**config.mk**
```make
export PLATFORM = sky130hd
export DESIGN_NAME = mem_lsu_flat
export DESIGN_NICKNAME = d
export VERILOG_FILES = /design/src/rtl/lsu_pkg.sv /design/src/rtl/mem_lsu_if.sv /design/src/rtl/lsu_align.sv /design/src/rtl/mem_lsu.sv /design/src/flat_wrapper.sv
export SDC_FILE = /design/constraint.sdc
export NUM_CORES = 1
export LEC_CHECK = 0
export ABC_AREA = 0
export CAP_MARGIN = 10
export CORE_MARGIN = 2
export CORE_UTILIZATION = 46
export CTS_CLUSTER_DIAMETER = 80
export DETAILED_ROUTE_END_ITERATION = 7
export PLACE_DENSITY = 0.77
export SLEW_MARGIN = 30
export SYNTH_ARGS = -nofsm -noshare
export SYNTH_HDL_FRONTEND = slang
export SYNTH_SLANG_ARGS = --single-unit
```
**constraint.sdc**
```tcl
create_clock -name clk -period 3.45 [get_ports clk]
set_clock_uncertainty 0.1 [all_clocks]
set_input_delay 0.69 -clock clk [delete_from_list [all_inputs] [get_ports clk]]
set_output_delay 0.69 -clock clk [all_outputs]
set_load 0.02 [all_outputs]
```
**src/rtl/lsu_pkg.sv**
```systemverilog
// Shared types and helpers for the MEM-stage load/store unit: funct3 codes,
// FSM states and size/span/legality decoding.
package lsu_pkg;

    localparam logic [2:0] F3_B  = 3'b000;
    localparam logic [2:0] F3_H  = 3'b001;
    localparam logic [2:0] F3_W  = 3'b010;
    localparam logic [2:0] F3_BU = 3'b100;
    localparam logic [2:0] F3_HU = 3'b101;

    typedef enum logic [1:0] {IDLE, ACC1, ACC2, RESP} lsu_state_t;

    // size is funct3[1:0]: 0 byte, 1 half, 2 word
    function automatic logic [3:0] size_mask(input logic [1:0] size);
        case (size)
            2'd0:    return 4'b0001;
            2'd1:    return 4'b0011;
            default: return 4'b1111;
        endcase
    endfunction

    function automatic logic [2:0] size_bytes(input logic [1:0] size);
        case (size)
            2'd0:    return 3'd1;
            2'd1:    return 3'd2;
            default: return 3'd4;
        endcase
    endfunction

    function automatic logic spans(input logic [1:0] size, input logic [1:0] off);
        return ({1'b0, off} + size_bytes(size)) > 3'd4;
    endfunction

    function automatic logic f3_illegal(input logic we, input logic [2:0] f3);
        return (f3 == 3'b011) || (f3 == 3'b110) || (f3 == 3'b111) || (we && f3[2]);
    endfunction

    function automatic logic misaligned(input logic [1:0] size, input logic [1:0] off);
        return ((size == 2'd1) && off[0]) || ((size == 2'd2) && (off != 2'd0));
    endfunction

endpackage

```
**src/rtl/mem_lsu_if.sv**
```systemverilog
// Request/response handshake plus data-memory port of the load/store unit.
// master: pipeline + memory side; slave: the LSU.
interface mem_lsu_if;
    logic        req_valid;
    logic        req_ready;
    logic        req_we;
    logic [2:0]  req_funct3;
    logic [31:0] req_addr;
    logic [31:0] req_wdata;
    logic        rsp_valid;
    logic [31:0] rsp_rdata;
    logic        rsp_err;
    logic        dm_we;
    logic [31:0] dm_addr;
    logic [31:0] dm_wd;
    logic [31:0] dm_rd;

    modport master (
        output req_valid, req_we, req_funct3, req_addr, req_wdata, dm_rd,
        input  req_ready, rsp_valid, rsp_rdata, rsp_err, dm_we, dm_addr, dm_wd
    );

    modport slave (
        input  req_valid, req_we, req_funct3, req_addr, req_wdata, dm_rd,
        output req_ready, rsp_valid, rsp_rdata, rsp_err, dm_we, dm_addr, dm_wd
    );
endinterface

```
**src/rtl/lsu_align.sv**
```systemverilog
// Combinational byte-lane logic: store shift/mask, span detection and
// load extraction with sign/zero extension.
module lsu_align
    import lsu_pkg::*;
(
    input  logic [2:0]  funct3,
    input  logic [1:0]  offset,
    input  logic [31:0] wdata,
    input  logic [31:0] lo,
    input  logic [31:0] hi,
    output logic [7:0]  mask,
    output logic [63:0] wdata_sh,
    output logic        span,
    output logic [31:0] rdata
);
    logic [31:0] rd_word;

    always_comb begin
        mask     = {4'b0000, size_mask(funct3[1:0])} << offset;
        wdata_sh = {32'h0, wdata} << {offset, 3'b000};
        span     = spans(funct3[1:0], offset);
        rd_word  = 32'({hi, lo} >> {offset, 3'b000});
        case (funct3)
            F3_B:    rdata = {{24{rd_word[7]}}, rd_word[7:0]};
            F3_H:    rdata = {{16{rd_word[15]}}, rd_word[15:0]};
            F3_BU:   rdata = {24'h0, rd_word[7:0]};
            F3_HU:   rdata = {16'h0, rd_word[15:0]};
            F3_W:    rdata = rd_word;
            default: rdata = rd_word;
        endcase
    end
endmodule

```
**src/rtl/mem_lsu.sv**
```systemverilog
// MEM-stage load/store unit: sub-word RMW, two-word split, load extension.
// Optional MISALIGN_TRAP_EN turns size-misaligned accesses into errors.
module mem_lsu
    import lsu_pkg::*;
#(
    parameter int unsigned MEM_WORDS = 64
) (
    input  logic clk,
    input  logic rst,
    mem_lsu_if.slave bus
);
    lsu_state_t  state_q, state_d;
    logic        we_q, err_q;
    logic [2:0]  f3_q;
    logic [1:0]  off_q;
    logic [29:0] idx_q;
    logic [31:0] wdata_q, lo_q, hi_q;

    logic [29:0] req_idx;
    logic        req_span, req_oor, req_mis, req_err, accept;
    logic [7:0]  mask;
    logic [63:0] wdata_sh;
    logic        span;
    logic [31:0] ld_data;

    lsu_align u_align (
        .funct3   (f3_q),
        .offset   (off_q),
        .wdata    (wdata_q),
        .lo       (lo_q),
        .hi       (hi_q),
        .mask     (mask),
        .wdata_sh (wdata_sh),
        .span     (span),
        .rdata    (ld_data)
    );

    assign req_idx  = bus.req_addr[31:2];
    assign req_span = spans(bus.req_funct3[1:0], bus.req_addr[1:0]);
    // Covers both the first word and, when spanning, the second one
    assign req_oor  = ({1'b0, req_idx} + {30'h0, req_span}) >= 31'(MEM_WORDS);
`ifdef MISALIGN_TRAP_EN
    assign req_mis  = misaligned(bus.req_funct3[1:0], bus.req_addr[1:0]);
`else
    assign req_mis  = 1'b0;
`endif
    assign req_err  = f3_illegal(bus.req_we, bus.req_funct3) || req_oor || req_mis;

    assign bus.req_ready = ((state_q == IDLE) || (state_q == RESP)) && !rst;
    assign accept        = bus.req_valid && bus.req_ready;

    always_comb begin
        state_d       = state_q;
        bus.rsp_valid = 1'b0;
        bus.dm_we     = 1'b0;
        bus.dm_addr   = 32'h0;
        bus.dm_wd     = 32'h0;
        unique case (state_q)
            IDLE: ;
            ACC1: begin
                bus.dm_addr = {idx_q, 2'b00};
                bus.dm_we   = we_q;
                for (int b = 0; b < 4; b++) begin
                    bus.dm_wd[8*b +: 8] = mask[b] ? wdata_sh[8*b +: 8] : bus.dm_rd[8*b +: 8];
                end
                state_d = span ? ACC2 : RESP;
            end
            ACC2: begin
                bus.dm_addr = {idx_q + 30'd1, 2'b00};
                bus.dm_we   = we_q;
                for (int b = 0; b < 4; b++) begin
                    bus.dm_wd[8*b +: 8] = mask[4+b] ? wdata_sh[32+8*b +: 8]
                                                    : bus.dm_rd[8*b +: 8];
                end
                state_d = RESP;
            end
            RESP: begin
                bus.rsp_valid = 1'b1;
                state_d       = IDLE;
            end
        endcase
        if (accept) begin
            state_d = req_err ? RESP : ACC1;
        end
        // An abort must not commit a pending write or emit a response
        if (rst) begin
            bus.rsp_valid = 1'b0;
            bus.dm_we     = 1'b0;
        end
    end

    assign bus.rsp_err   = bus.rsp_valid && err_q;
    assign bus.rsp_rdata = (bus.rsp_valid && !err_q && !we_q) ? ld_data : 32'h0;

    always_ff @(posedge clk) begin
        if (rst) begin
            state_q <= IDLE;
            we_q    <= 1'b0;
            err_q   <= 1'b0;
            f3_q    <= 3'b000;
            off_q   <= 2'b00;
            idx_q   <= 30'h0;
            wdata_q <= 32'h0;
            lo_q    <= 32'h0;
            hi_q    <= 32'h0;
        end else begin
            state_q <= state_d;
            if (accept) begin
                we_q    <= bus.req_we;
                err_q   <= req_err;
                f3_q    <= bus.req_funct3;
                off_q   <= bus.req_addr[1:0];
                idx_q   <= req_idx;
                wdata_q <= bus.req_wdata;
            end
            if (state_q == ACC1 && !we_q) lo_q <= bus.dm_rd;
            if (state_q == ACC2 && !we_q) hi_q <= bus.dm_rd;
        end
    end
endmodule

```
**src/flat_wrapper.sv**
```systemverilog
// flat-port wrapper written by rule: the top's interface ports become plain ports
module mem_lsu_flat import lsu_pkg::*;
#(
    parameter int unsigned MEM_WORDS = 64
)
  (clk, rst, bus_req_valid, bus_req_we, bus_req_funct3, bus_req_addr, bus_req_wdata, bus_dm_rd, bus_req_ready, bus_rsp_valid, bus_rsp_rdata, bus_rsp_err, bus_dm_we, bus_dm_addr, bus_dm_wd);
  mem_lsu_if bus_i ();
  input  logic clk;
  input  logic rst;
  input wire logic [$bits(bus_i.req_valid)-1:0] bus_req_valid;
  input wire logic [$bits(bus_i.req_we)-1:0] bus_req_we;
  input wire logic [$bits(bus_i.req_funct3)-1:0] bus_req_funct3;
  input wire logic [$bits(bus_i.req_addr)-1:0] bus_req_addr;
  input wire logic [$bits(bus_i.req_wdata)-1:0] bus_req_wdata;
  input wire logic [$bits(bus_i.dm_rd)-1:0] bus_dm_rd;
  output wire logic [$bits(bus_i.req_ready)-1:0] bus_req_ready;
  output wire logic [$bits(bus_i.rsp_valid)-1:0] bus_rsp_valid;
  output wire logic [$bits(bus_i.rsp_rdata)-1:0] bus_rsp_rdata;
  output wire logic [$bits(bus_i.rsp_err)-1:0] bus_rsp_err;
  output wire logic [$bits(bus_i.dm_we)-1:0] bus_dm_we;
  output wire logic [$bits(bus_i.dm_addr)-1:0] bus_dm_addr;
  output wire logic [$bits(bus_i.dm_wd)-1:0] bus_dm_wd;
  assign bus_i.req_valid = bus_req_valid;
  assign bus_i.req_we = bus_req_we;
  assign bus_i.req_funct3 = bus_req_funct3;
  assign bus_i.req_addr = bus_req_addr;
  assign bus_i.req_wdata = bus_req_wdata;
  assign bus_i.dm_rd = bus_dm_rd;
  assign bus_req_ready = bus_i.req_ready;
  assign bus_rsp_valid = bus_i.rsp_valid;
  assign bus_rsp_rdata = bus_i.rsp_rdata;
  assign bus_rsp_err = bus_i.rsp_err;
  assign bus_dm_we = bus_i.dm_we;
  assign bus_dm_addr = bus_i.dm_addr;
  assign bus_dm_wd = bus_i.dm_wd;
  mem_lsu #(.MEM_WORDS(MEM_WORDS)) u_core (.clk(clk), .rst(rst), .bus(bus_i));
endmodule
```
Word-level counts from Yosys, hierarchy flattened:

Index checks and enable logic that the tools add are counted.

* register bits after elaboration: 135
* input port bits: 103
* logic and storage cells: 75
* output and inout port bits: 100

* $lt $le $gt $ge: 3
* shift operators: 3
* reductions and logical operators: 22
* add/sub/neg operators: 4
* mux-type cells: 23
* equality and inequality tests: 11

Operator list (number)
* case mux 32 bit (2 select lines): 2
* case mux 32 bit (4 select lines): 1
* 2-to-1 mux 8 bit: 8
* left shift 32 x 5 -> 64 bit: 1
* right shift 64 x 5 -> 32 bit: 1
* 2-to-1 mux 32 bit: 1
* adder 30 x 1 -> 31 bit: 1
* greater-or-equal comparator 31 x 7 -> 1 bit, second input constant: 1
* adder 30 x 1 -> 30 bit, second input constant: 1
* == test 3 bit, second input constant: 4
* case mux 3 bit (2 select lines): 2
* logical AND 1 bit: 8
* case mux 4 bit (2 select lines): 1
* left shift 4 x 2 -> 8 bit: 1
* adder 2 x 3 -> 3 bit: 2
* == test 2 x 1 -> 1 bit, second input constant: 3
* > comparator 3 bit, second input constant: 2
* logical NOT 2 bit: 3
* case mux 2 bit (3 select lines): 1
* logical OR 1 bit: 5
* 2-to-1 mux 1 bit: 5
* == test 2 bit, second input constant: 2
* 2-to-1 mux 2 bit: 2
* nonzero test 4 bit: 1
* other kinds (5): 7

Logic depth before layout (Yosys ltp):

* depth after elaboration: 9
* gate-level depth with buffers: 14
* mapped depth without buffers: 14

Hierarchy:

From an unflattened synthesis, not the netlist that was laid out.

* cells, all modules: 1308
* area, all modules: 9972.1 um2

Modules (own cells, without submodules)
* mem_lsu: area an instance 7895.1 um2, times used 1, cells an instance 1060, seq. area each 2702.6 um2
* lsu_align: area an instance 2077.0 um2, times used 1, cells an instance 248, seq. area each 0.0 um2

Worst setup path after synthesis:

OpenSTA, ideal clock, no wires.

* path type: input to register
* start point: input bus_req_funct3[0]
* end point: register u_core.err_q
* buffers on the path: 0
* stages: 14
* path slack: 15 ps
* arrival time: 3204 ps
* required time: 3219 ps
* library setup time: 131 ps
* path through: nor2_1 > ha_1 > inv_1 > fa_1 > xor2_1 > a21oi_1 > ha_1 > ha_1 > and4_1 > or4b_2 > o31ai_1 > mux2i_1 > a211oi_1 > a31oi_1

* cells in the longest elaborated chain, start to end: 7
* elaborated cells between the ends (all ways): 14
* classes of those cells: add/sub: 2; order compare: 2; eq/ne: 4; mux: 1; reduce/logical: 5

RTL lines
* start, declared: RTL line flat_wrapper.sv:12 `input wire logic [$bits(bus_i.req_funct3)-1:0] bus_req_funct3;`
* == test 2 x 1 -> 1 bit or logical NOT 2 bit (tied branches): RTL line lsu_pkg.sv:23 `case (size)`
* case mux 3 bit (2 select lines): RTL line lsu_pkg.sv:23
* adder 2 x 3 -> 3 bit: RTL line lsu_pkg.sv:31 `return ({1'b0, off} + size_bytes(size)) > 3'd4;`
* > comparator 3 bit: RTL line lsu_pkg.sv:31
* adder 30 x 1 -> 31 bit: RTL line mem_lsu.sv:41 `assign req_oor = ({1'b0, req_idx} + {30'h0, req_span}) >= 31'(MEM_WORDS);`
* greater-or-equal comparator 31 x 7 -> 1 bit: RTL line mem_lsu.sv:41
* logical OR 1 bit *: RTL line mem_lsu.sv:47 `assign req_err = f3_illegal(bus.req_we, bus.req_funct3) || req_oor || req_mis;`
* end signal, assigned: RTL line mem_lsu.sv:110 `err_q <= req_err;`
* end, declared: RTL line mem_lsu.sv:13 `logic we_q, err_q;`

Every way passes the cells marked *; elsewhere a longest branch is shown, timed or not.
A chain may end at the register's enable or synchronous reset.

Worst setup path after layout:

* start point: register u_core.off_q[1]
* end point: output bus_dm_wd[0]

* cells in the longest elaborated chain, start to end: 3
* elaborated cells between the ends (all ways): 5
* classes of those cells: shift: 2; mux: 3

RTL lines
* start, declared: RTL line mem_lsu.sv:15 `logic [1:0] off_q;`
* start signal, assigned: RTL line mem_lsu.sv:112 `off_q <= bus.req_addr[1:0];`
* left shift 32 x 5 -> 64 bit or left shift 4 x 2 -> 8 bit (tied branches): RTL line lsu_align.sv:20, lsu_align.sv:19
* 2-to-1 mux 8 bit, on equally long branches: RTL line mem_lsu.sv:72, mem_lsu.sv:64
* case mux 32 bit (2 select lines) *: RTL line mem_lsu.sv:58 `unique case (state_q)`
* end, declared: RTL line flat_wrapper.sv:22 `output wire logic [$bits(bus_i.dm_wd)-1:0] bus_dm_wd;`

Marked as above.

==> impl_results.md <==
* Status: complete, no violations
* Yosys reg bits at 127
* Combinational share of power at a little over two fifths
* Period utilisation layout at a little over nine tenths
* DRC viols at 0
* Crit-path max FO at 21
* Placed Instances at ~1.6k
* Vias in the first global route at about 9k
* Buffers on Ports at 200
* CTS Hold Buffers Added at 0
* Cell Area, Synth at approximately 8800 um^2
* Max Cap Viol at 0
* Number of CTS-inserted buffers at 17
* WP buf/inv at 2
* Largest net degree at the start of global routing at 66
* GRT Overall Usage at around a third
* Worst Hold Path EP: u_core.hi_q[16]
* Die X at 142 um
* Clk slew on worst S/H paths at roughly 0.070 ns
* Synth-to-Final Area Change at 39.6%
* Fin cells at between 1.5k and 2k
* CP Launch Point: u_core.off_q[1]
* Max rail drop VDD at just under 400 uV
* HP Class: reg -> reg
* Post-synth top area cell: dfxtp_1
* Final hold violation count at 0
* Register area share after synthesis at between 20% and 30%
* Hold Crit Start: u_core.hi_q[16]
* Psw at 2.75 mW
* Clock share of power at between 20% and 30%
* Max Slew Vio Count at 0
* Global-route wire length before repair at between 50 and 60 mm
* Antenna viol nets, final at 0
* CTS Buffer Depth at 2
* Total power at 6.72 mW
* Fmax achieved at just under 0.3 GHz
* Cell count of the worst reg-to-reg path at 9
* Initial antenna violation count at 1
* Height of the die at between 100 and 150 um
* Final Instance Area at 12300 um^2
* Clock latency on the worst-skew pair at 0.43 ns
* Final Critical Period at between 3 and 4 ns
* Proportion of layout cells with a drive suffix above 1 at 15.3%
* Post-DP HPWL at 23.8 mm
* Clock sink count at 127
* Drt total wl at 33.0 mm
* Core footprint at roughly 19000 um^2
* Yosys warns at 0
* Setup WS post-layout at 0.0651 ns
* Layout fillers at around 1.6k
* Synth area leaders: dfxtp_1, nand2_1, mux4_2, a21oi_1, nand3_1
* Critical-path cell list: buf_12 -> mux2_2 -> a22oi_1 -> a21oi_1 -> a21oi_1 -> nor2_1 -> clkdlybuf4s50_1
* Sw frac at roughly two fifths
* Cell variety after synth at between 60 and 70
* Pleak at approximately 5.3 nW
* Syn Inst Count at 1217
* Mean Syn Cell Area at ~7.2 um^2
* Final hold slack at 0.357 ns
* Row Count at 50
* GR Overflow Total at 0
* CP startpoint kind: flop
* R2r setup slk at 0.78 ns
* Worst path required time at 2.66 ns
* PwrDens at approximately 550 nW/um^2
* Nets at between 1.5k and 2k
* Top FF cell, synth: dfxtp_1
* Full die area at between 20000 and 25000 um^2
* RR Startpoint: u_core.state_q[0]
* I/O Pins at just over 200
* Drt first pass iters at 6
* CP Class: reg -> out
* Vias at about 10k
* Max-slew headroom at a little over half
* Pint at roughly 4 mW
* Final Setup Violations at 0
* Clk root buf: clkbuf_16
* Synth top area share at 28.9%
* DP Worst Slack at -0.727 ns
* Asr flop ratio synth at 0%
* Initial cell density of the core at between 40% and 50%
* CTS HTree Levels at 4
* RSZ-0062 raised after global routing: yes
* Sequential Power Share at 29.6%
* CP most frequent cell: a21oi_1
* Hold path depth at 2
* CP max stage cell: clkdlybuf4s50_1
* Synth top cells by count: nand2_1, a21oi_1, dfxtp_1
* DR iter-0 viols at between 1k and 1.5k
* Measured slew at the worst slew-check pin at 0.718 ns
* EDFF count, synth at 0
* RR Endpoint: u_core.state_q[1]
* CTS tree: yes
* Gpl congestion at ~0.95
* Wire length per cell at 19.8 um
* CP top delay family: buffers and inverters
* Crit path DAT at roughly 2.6 ns
* CP max stage delay at ~0.55 ns
* Endpoint class of the critical path: output port
* Placed Area at 11300 um^2
* Most frequent cell after synthesis: nand2_1
* Avg Vias per Cell at 6.02
-- cell usage in the layout, fill, tap and decap left out, types with 8 or more instances in the layout --
| cell type | count |
|---|---|
| inv_1 | 30 |
| nand2_1 | 321 |
| buf_4 | 68 |
| mux2i_1 | 36 |
| nand4_1 | 15 |
| o211ai_1 | 25 |
| a22oi_1 | 9 |
| and2_1 | 10 |
| o21ai_0 | 44 |
| dlygate4sd2_1 | 15 |
| o22a_1 | 9 |
| nor3_1 | 10 |
| a32oi_1 | 8 |
| clkbuf_16 | 17 |
| and3_1 | 11 |
| nor2_1 | 65 |
| nand3_1 | 80 |
| dlymetal6s2s_1 | 36 |
| clkdlybuf4s50_1 | 137 |
| mux4_2 | 31 |
| dfxtp_1 | 122 |
| a21oi_1 | 137 |
| o31ai_1 | 9 |
| mux2_2 | 9 |
-- worst register-to-register path, delay by kind of cell (launching register included) --
kind            cells  cell delay, ns
compound gates      3            0.61
fa+ha+maj           1            0.36
buf+inv             2            0.38
flops               1            0.42
simple gates        3            0.67
-- registers in the layout (all words and copies together), names as in the netlist --
| signal | flops |
|---|---|
| u_core.lo_q | 32 |
| u_core.wdata_q | 32 |
| u_core.idx_q | 30 |
| u_core.hi_q | 24 |
| u_core.f3_q | 3 |
| u_core.off_q | 2 |
| u_core.state_q | 2 |
| u_core.err_q | 1 |
| u_core.we_q | 1 |
-- power groups by stage --
| stage | Combinational [mW] | Clock [mW] | Sequential [mW] |
|---|---|---|---|
| after floorplan | 1.70 | 0 | 1.90 |
| after global placement | 2.68 | 0 | 1.99 |
| after detailed placement | 2.71 | 0 | 2.00 |
| after CTS | 2.79 | 1.91 | 1.97 |
| after global routing | 3.03 | 1.98 | 2.02 |
| final | 2.83 | 1.90 | 1.99 |
-- per-layer routing --
metal  GRT usage, %  vias up  routed length (um)
met5              0        -                   0
met4           13.5        0                1060
met3           6.93       77                3140
met2           50.7      558               15200
met1           42.9     4693               13600
li1               -     4726                   -
-- per-stage QoR --
stage	util, %	setup TNS, ns
after floorplan	-	0
after global placement	60.2	-1.24
after detailed placement	60.3	-1.44
after CTS	64.8	0
after global routing	65.6	-0.126
final	65.6	0
-- cell type report --
class / count / area, um^2 / share of cell area [%]
inverters: 34 / 133 / 1.08
clock buffers: 17 / 425 / 3.47
multi-input cells: 961 / 5910 / 48.2
well taps: 234 / 293 / 2.39
flip-flops and latches: 127 / 2550 / 20.8
repair buffers: 280 / 2760 / 22.5
diodes: 1 / 2.50 / 0.0204
clock inverters: 15 / 193 / 1.57
-- worst max path at each step --
stage | cells after the start | endpoint | slack (ns)
after CTS | 9 | bus_dm_wd[25] | 0.0003
after global placement | 15 | u_core.err_q | -0.62
after floorplan | 14 | u_core.err_q | 0.01
after detailed placement | 14 | u_core.state_q[1] | -0.73
final | 7 | bus_dm_wd[0] | 0.07
after global routing | 10 | bus_dm_addr[28] | -0.08
-- cell families after synthesis --
| group | synth area share, % |
|---|---|
| AOI/OAI and AO/OA | 19.9 |
| xor gates and xnor gates | 0.997 |
| adders and majority gates | 1.74 |
| buffers and inverters | 5.95 |
| DFF | 28.9 |
| muxes | 13.2 |
| other | 0.0427 |
| and+or+nand+nor | 29.3 |
-- what timing repair did --
| action | CTS | global route |
|---|---|---|
| gates resized for setup | 65 | 73 |
| setup endpoints to repair | 74 | 66 |
| pin swaps | 17 | 12 |
| buffers inserted | 11 | 1 |
| gates cloned | 1 | 0 |
Note: power is estimated with default switching activity, not from simulation.
